## src/rtl/regfile_write_arbiter_pkg.sv

```systemverilog
// rtl/regfile_write_arbiter_pkg.sv - shared constants and enums for the register file write arbiter
package regfile_write_arbiter_pkg;

  localparam int RF_DATA_W     = 32;
  localparam int RF_ADDR_W     = 5;
  localparam int RF_STATUS_REG = 30;

  typedef enum logic [1:0] {SRC_NONE, SRC_WB, SRC_MD, SRC_EXC} src_e;
  typedef enum logic [1:0] {IDLE, PEND, FORCE} md_state_e;

endpackage

```

## src/rtl/regfile_write_arbiter_hold_buffer.sv

```systemverilog
// rtl/regfile_write_arbiter_hold_buffer.sv - one-entry valid/ready result buffer with clear
module regfile_write_arbiter_hold_buffer
  import regfile_write_arbiter_pkg::*;
#(
  parameter int DATA_W = RF_DATA_W,
  parameter int ADDR_W = RF_ADDR_W
) (
  input  logic              clock,
  input  logic              reset,
  input  logic              in_valid,
  input  logic [ADDR_W-1:0] in_rd,
  input  logic [DATA_W-1:0] in_data,
  input  logic              clear,
  output logic              ready,
  output logic              full,
  output logic [ADDR_W-1:0] rd,
  output logic [DATA_W-1:0] data
);

  assign ready = ~full;

  // Capture only while empty, so a clear and a capture never coincide.
  always_ff @(posedge clock or negedge reset) begin
    if (!reset) begin
      full <= 1'b0;
      rd   <= '0;
      data <= '0;
    end else if (clear) begin
      full <= 1'b0;
    end else if (in_valid && !full) begin
      full <= 1'b1;
      rd   <= in_rd;
      data <= in_data;
    end
  end

endmodule

```

## src/rtl/regfile_write_arbiter.sv

```systemverilog
// rtl/regfile_write_arbiter.sv - shares the register file write port among wb, md and exc
module regfile_write_arbiter
  import regfile_write_arbiter_pkg::*;
#(
  parameter int DATA_W     = RF_DATA_W,
  parameter int ADDR_W     = RF_ADDR_W,
  parameter int STATUS_REG = RF_STATUS_REG,
  parameter int MAX_WAIT   = 4
) (
  input  logic              clock,
  input  logic              reset,
  input  logic              wb_we,
  input  logic              wb_nop,
  input  logic [ADDR_W-1:0] wb_rd,
  input  logic [DATA_W-1:0] wb_data,
  input  logic              md_valid,
  output logic              md_ready,
  input  logic [ADDR_W-1:0] md_rd,
  input  logic [DATA_W-1:0] md_data,
  input  logic              exc_valid,
  output logic              exc_ready,
  input  logic [DATA_W-1:0] exc_code,
  output logic              stall_pipe,
  output logic              md_dropped,
  output logic              ctrl_writeEnable,
  output logic [ADDR_W-1:0] ctrl_writeReg,
  output logic [DATA_W-1:0] data_writeReg
);

  localparam int CNT_W = $clog2(MAX_WAIT + 1);
  localparam logic [CNT_W-1:0] MAX_CNT = CNT_W'(MAX_WAIT);

  logic              wb_eff, md_in_valid, md_cap, md_cancel, md_clear, exc_clear;
  logic              md_full, exc_full;
  logic [ADDR_W-1:0] md_buf_rd, exc_buf_rd;
  logic [DATA_W-1:0] md_buf_data, exc_buf_data;
  logic [ADDR_W-1:0] g_rd;
  logic [DATA_W-1:0] g_data;
  logic [CNT_W-1:0]  wait_cnt, wait_nxt;
  src_e              grant;
  md_state_e         md_state;

  assign wb_eff      = wb_we & ~wb_nop & (wb_rd != '0);
  // An md result aimed at r0 is handshaken but never stored.
  assign md_in_valid = md_valid & (md_rd != '0);
  assign md_cap      = md_in_valid & md_ready;

  regfile_write_arbiter_hold_buffer #(.DATA_W(DATA_W), .ADDR_W(ADDR_W)) u_md_buf (
    .clock(clock), .reset(reset), .in_valid(md_in_valid), .in_rd(md_rd),
    .in_data(md_data), .clear(md_clear), .ready(md_ready), .full(md_full),
    .rd(md_buf_rd), .data(md_buf_data)
  );

  regfile_write_arbiter_hold_buffer #(.DATA_W(DATA_W), .ADDR_W(ADDR_W)) u_exc_buf (
    .clock(clock), .reset(reset), .in_valid(exc_valid), .in_rd(ADDR_W'(STATUS_REG)),
    .in_data(exc_code), .clear(exc_clear), .ready(exc_ready), .full(exc_full),
    .rd(exc_buf_rd), .data(exc_buf_data)
  );

  always_comb begin
    grant  = SRC_NONE;
    g_rd   = '0;
    g_data = '0;
    if (exc_full) begin
      grant  = SRC_EXC;
      g_rd   = exc_buf_rd;
      g_data = exc_buf_data;
    end else if (md_state == FORCE || (!wb_eff && md_full)) begin
      grant  = SRC_MD;
      g_rd   = md_buf_rd;
      g_data = md_buf_data;
    end else if (wb_eff) begin
      grant  = SRC_WB;
      g_rd   = wb_rd;
      g_data = wb_data;
    end
  end

  assign stall_pipe = wb_eff & (exc_full | (md_state == FORCE));
  // A younger wb write to the buffered md destination makes the md value stale.
  assign md_cancel  = (grant == SRC_WB) & md_full & (wb_rd == md_buf_rd);
  assign md_clear   = (grant == SRC_MD) | md_cancel;
  assign exc_clear  = (grant == SRC_EXC);
  assign wait_nxt   = wait_cnt + CNT_W'(1);

  always_ff @(posedge clock or negedge reset) begin
    if (!reset) begin
      md_state   <= IDLE;
      wait_cnt   <= '0;
      md_dropped <= 1'b0;
    end else begin
      md_dropped <= md_cancel;
      case (md_state)
        IDLE: if (md_cap) begin
          md_state <= PEND;
          wait_cnt <= '0;
        end
        PEND: if (md_clear) begin
          md_state <= IDLE;
          wait_cnt <= '0;
        end else begin
          wait_cnt <= wait_nxt;
          if (wait_nxt == MAX_CNT) md_state <= FORCE;
        end
        FORCE: if (grant == SRC_MD) begin
          md_state <= IDLE;
          wait_cnt <= '0;
        end
        default: md_state <= IDLE;
      endcase
    end
  end

  always_ff @(posedge clock or negedge reset) begin
    if (!reset) begin
      ctrl_writeEnable <= 1'b0;
      ctrl_writeReg    <= '0;
      data_writeReg    <= '0;
    end else begin
      ctrl_writeEnable <= (grant != SRC_NONE);
      if (grant != SRC_NONE) begin
        ctrl_writeReg <= g_rd;
        data_writeReg <= g_data;
      end
    end
  end

endmodule

```

## config.mk

```make
export PLATFORM = sky130hd
export DESIGN_NAME = regfile_write_arbiter
export DESIGN_NICKNAME = d
export VERILOG_FILES = /design/src/rtl/regfile_write_arbiter_pkg.sv /design/src/rtl/regfile_write_arbiter_hold_buffer.sv /design/src/rtl/regfile_write_arbiter.sv
export SDC_FILE = /design/constraint.sdc
export NUM_CORES = 1
export LEC_CHECK = 0
export ABC_AREA = 1
export CORE_AREA = 2 2 109 111
export DETAILED_ROUTE_END_ITERATION = 7
export DIE_AREA = 0 0 111 113
export PLACE_DENSITY = 0.79
export SLEW_MARGIN = 20
export SYNTH_ARGS = -nofsm -noshare
export SYNTH_HDL_FRONTEND = slang
export SYNTH_SLANG_ARGS = --single-unit
```

## constraint.sdc

```tcl
create_clock -name clock -period 1.9 [get_ports clock]
set_clock_uncertainty 0.15 [all_clocks]
set_input_delay 0.38 -clock clock [delete_from_list [all_inputs] [get_ports clock]]
set_output_delay 0.38 -clock clock [all_outputs]
set_load 0.05 [all_outputs]
```

# After elaboration in Yosys (flattened, before gate mapping)
# Index checks and enable logic that the tools add are counted.
# W data, S select, Z words.
[classes] add_sub_neg=1 n_eq_ne=10 mux=22 bitwise_logic=14 reduce_logical=18
[op_table] operator="$mux W32" count=3
[op_table] operator="$mux W5" count=3
[op_table] operator="$mux W2" count=6
[op_table] operator="$reduce_bool A5 Y1" count=2
[op_table] operator="$mux W3" count=3
[op_table] operator="$pmux W3 S3" count=1
[op_table] operator="$and A1 B1 Y1" count=7
[op_table] operator="$eq A2 B2 Y1 const B" count=3
[op_table] operator="$pmux W2 S3" count=1
[op_table] operator="$reduce_and A3 Y1" count=2
[op_table] operator="$reduce_bool A2 Y1" count=3
[op_table] operator="$eq A5 B5 Y1" count=1
[op_table] operator="$mux W1" count=5
[op_table] operator="$not A1 Y1" count=5
[op_table] operator="$eq A2 B1 Y1 const B" count=2
[op_table] operator="$reduce_and A2 Y1" count=2
[op_table] operator="$add A3 B1 Y3 const B" count=1
[op_table] operator="$eq A3 B3 Y1 const B" count=1
[op_table] operator="$logic_and A1 B1 Y1" count=3
[op_table] operator="$logic_not A1 Y1" count=3
[op_table] operator="$ne A3 B3 Y1 const B" count=1
[op_table] operator="$reduce_bool A3 Y1" count=1
[op_table] operator="$logic_not A2 Y1" count=1
[op_table] operator="$ne A2 B1 Y1 const B" count=1
[op_table] operator="3 further kinds" count=4
[word_totals] regBits=116 inputBits=112 word_cells=77

# Logic depth before layout (Yosys ltp)
[logic_depth] word_depth=14 mapped_depth=12 ltp_nobuf=11

# By module
# From an unflattened synthesis, not the netlist that was laid out.
[hier_totals] hier_cells=674 area_unflattened_um2=6027.0
[modules_own_cells] module="regfile_write_arbiter_hold_buffer" n_inst=2 cells_per_inst=169 area_each_um2=1617.8 seq_area_each_um2=950.9
[modules_own_cells] module="regfile_write_arbiter" n_inst=1 cells_per_inst=336 area_each_um2=2791.4 seq_area_each_um2=1101.1

# Worst setup path after synthesis
# Ideal clock, no wire load.
[synth_timing] path_type="input to output" startpoint="in wb_we" endpoint="out stall_pipe" t_arrival_ns=1.302 t_required_ns=1.370 setup_slack_ns=0.068 stages=4 path_cell_list="inv_1 -> nor2_2 -> nand2_4 -> nor2_1"
[synth_via] elab_chain_len=3
[synth_lines] element="from (decl)" line="regfile_write_arbiter.sv:12" source="input logic wb_we,"
[synth_lines] element="$and A1 B1 Y1 (2 in series)" line="regfile_write_arbiter.sv:43" source="assign wb_eff = wb_we & ~wb_nop & (wb_rd != '0);"
[synth_lines] element="$and A1 B1 Y1" line="regfile_write_arbiter.sv:79" source="assign stall_pipe = wb_eff & (exc_full | (md_state == FORCE));"
[synth_lines] element="to (decl)" line="regfile_write_arbiter.sv:23" source="output logic stall_pipe,"
# Every way passes these cells.

# Worst setup path after layout
# Same ends and word-level chain as after synthesis.

==> flow_metrics.tcl <==
set metrics [dict create \
    seq_area_sq_um 2900 \
    reg2reg_from "md_state[1]$_DFFE_PN0P_" \
    synth.cell_area_sq_um 5360 \
    report.final.hold_viol_count 0 \
    worst_skew_pair.late_latency_ps 400 \
    clock_net_sink_count 116 \
    drt-pass1-iter-count 7 \
    route.final.wire_length_microns 14100 \
    max_slew_margin 0.703 \
    worstPathRequired_ps 1370 \
    place_inst 911 \
    antenna_violating_nets_post_route 0 \
    seq_area_frac_synth 0.542 \
    die_w_microns 111 \
    synthDistinctLibCells 28 \
    multi_input_comb_area_sq_um 2050 \
    floorplan.die_area_sq_um 12500 \
    layout_commonest_cell "nand2_1" \
    fmaxAchievable_ghz 0.537 \
    layout-area-overhead-vs-synth_pct 43.9 \
    fin_util 0.684 \
    clkTransAtPathRegs_ps 50 \
    max-cap-violations 0 \
    first_global_vias 4896 \
    antennaDiodeCount 0 \
    synth_seq_cells 116 \
    synth_top_cell_by_area "dfrtp_1" \
    detail_route.drc_violations 0 \
    worst_setup_path_startpoint "wb_we" \
    final_max_slew_viol_count 0 \
    timing.critical_path.max_delay_family "buffers and inverters" \
    maximum_number_of_pins_on_one_net_before_global_route_repair 40 \
    kind_of_start_point_of_the_critical_path "input pin" \
    clockBufferDepth 2 \
    grt.total_usage 0.231 \
    fin_cells 947 \
    grt_antenna_before_repair 0 \
    classification_of_the_worst_setup_path "input pin to output pin" \
    hp-start "wb_rd[3]" \
    htree_num_levels 4 \
    num_io_pins 154 \
    slowest_stage "clkdlybuf4s50_1" \
    run_status "complete, no violations" \
    cts_made_buffers 17 \
    timing.critical_path.slowest_cell_delay_ps 460 \
    placement_rows 39 \
    fill_cells 903 \
    initial_utilization 0.475 \
    dieHeight_microns 113 \
    first_pass_grt_wire_length_microns 23100 \
    postSynthNetCount 733 \
    synthesis.area_per_instance_sq_um 8.66 \
    numPortBuffers 153 \
    worst_ir_drop_vdd_mv 0.882 \
    critical_path.n_buffers_inverters 3 \
    critical_path.cell_chain "clkdlybuf4s50_1 -> inv_1 -> nor2_4 -> nand2_4 -> nor2_4 -> buf_12" \
    post_dp_hpwl_microns 9810 \
    regToRegSetupSlack_ps 150 \
    critical_path_peak_fanout 3 \
    worst_hold_path_type "input pin to flop" \
    leakagePower_nw 3.84 \
    period_share 0.981 \
    final.min_clock_period_ps 1860 \
    mostFrequentLayoutCells "nand2_1, dfrtp_1, clkdlybuf4s50_1, buf_4, inv_1" \
    worst_setup_path_end_kind "output pin" \
    place_congestion 0.828 \
    final_layout_size_suffix_gt1_frac 0.233 \
    worst_pin_slew_ps 445 \
    count_of_mapped_cells_out_of_synthesis 619 \
    tritoncts "yes" \
    clock_tree.root_cell "clkbuf_16" \
    routedWlPerCell_microns 14.8 \
    vias 4684 \
    critical_path_at_ps 1330 \
    synth.area.top_cells "dfrtp_1, nand2_1, o21ai_2, nand4_1, nand2_2" \
    core_area_sq_um 11300 \
    grt_overflow 0 \
    setup_failing_eps_final 0 \
    path_common_cell "nor2_4" \
    synth_largest_type_area_fraction 0.542 \
    ys.warnings.count 0 \
    post_drt_via_cell_ratio 4.95 \
    drt-initial-drc-count 252 \
    fin_worst_hold_slack_ps 165 \
    num-nets-final 906 \
    power_density_normalized_to_cell_area_nw_per_um2 1460 \
]
==> per-stage QoR <==
stage	instance area (sq um)	worst slack, ps	setup TNS [ps]	total power, mW
3_3_place_gp	7040	-237	-15090	7.89
6_report	7710	36.8	0	11.2
5_1_grt	7710	-4.73	-4.73	11.8
4_1_cts	7670	0.0508	0	11.3
2_1_floorplan	5360	68.3	0	6.64
3_5_place_dp	7040	-283	-17120	8.03
==> layer usage <==
metal	vias to the layer above	global-route usage	wire length, microns
li1	2267	-	-
met1	2239	0.299	6090
met2	154	0.384	7000
met3	24	0.0546	726
met4	0	0.0850	231
met5	-	0	0
==> synth_stat cells (all sizes together) <==
master,instances
nor2,15
or2,4
buf,17
xor2,1
nand2,310
nand4,36
nand3,7
clkbuf,10
dfrtp,116
a21oi,1
nor3,1
nand3b,1
o21ai,40
ha,2
inv,57
o211ai,1
==> power breakdown <==
group          switching [mW]  total, mW  leakage [nW]  internal (mW)
clock network            1.11       3.19         0.280           2.08
logic                    2.61       4.16          2.13           1.55
registers               0.567       3.87          1.43           3.30
total                    4.29       11.2          3.84           6.93
==> cells by family (layout without fill, tap and decap cells) <==
kind of cell / after synthesis / count (layout) / synth area share
simple gates: 374 / 374 / 0.311
flops: 116 / 116 / 0.542
buf+inv: 84 / 269 / 0.0780
compound gates: 42 / 42 / 0.0628
fa+ha+maj: 2 / 2 / 0.00467
xor+xnor: 1 / 1 / 0.00164
==> final timing paths <==
check | depth (start not counted) | to
max | 6 | stall_pipe
min | 3 | ctrl_writeReg[3]$_DFFE_PN0P_
max reg2reg | 8 | ctrl_writeReg[1]$_DFFE_PN0P_
min reg2reg | 1 | u_exc_buf.rd[1]$_DFFE_PN0P_
max in group asynchronous | 3 | ctrl_writeReg[3]$_DFFE_PN0P_
min in group asynchronous | 2 | u_exc_buf.rd[1]$_DFFE_PN0P_
==> flip-flops by register name, summed over array words and instances (netlist names) <==
name / cells
u_exc_buf.data: 32
u_md_buf.rd: 5
u_md_buf.full: 1
u_md_buf.data: 32
md_state: 2
wait_cnt: 3
md_dropped: 1
ctrl_writeEnable: 1
data_writeReg: 32
u_exc_buf.rd: 1
u_exc_buf.full: 1
ctrl_writeReg: 5
==> timing repair <==
action                                  4_1_cts  5_1_grt
endpoints found under the setup margin        1       34
resized for setup                             3        8
pin swaps                                     1        2
buffers inserted                              2        2
endpoints found under the hold margin        23        0
hold buffers                                  1        0
gates cloned                                  0        0
==> final cells by class <==
class,instances,area share
multi-input combinational,419,0.267
inverter,57,0.0278
sequential,116,0.377
clock buffer,18,0.0570
clock inverter,13,0.0208
tap,143,0.0232
timing repair buffer,181,0.228
==> worst reg2reg max path, stage by stage, from the launching register on <==
cell	delay, ps
dfrtp_1	370
inv_2	110
nor2_4	70
nor2_4	140
inv_2	80
nor2_8	110
buf_4	390
nand2_1	130
nand4_1	130
No activity file was read; power rests on OpenSTA's default activity.
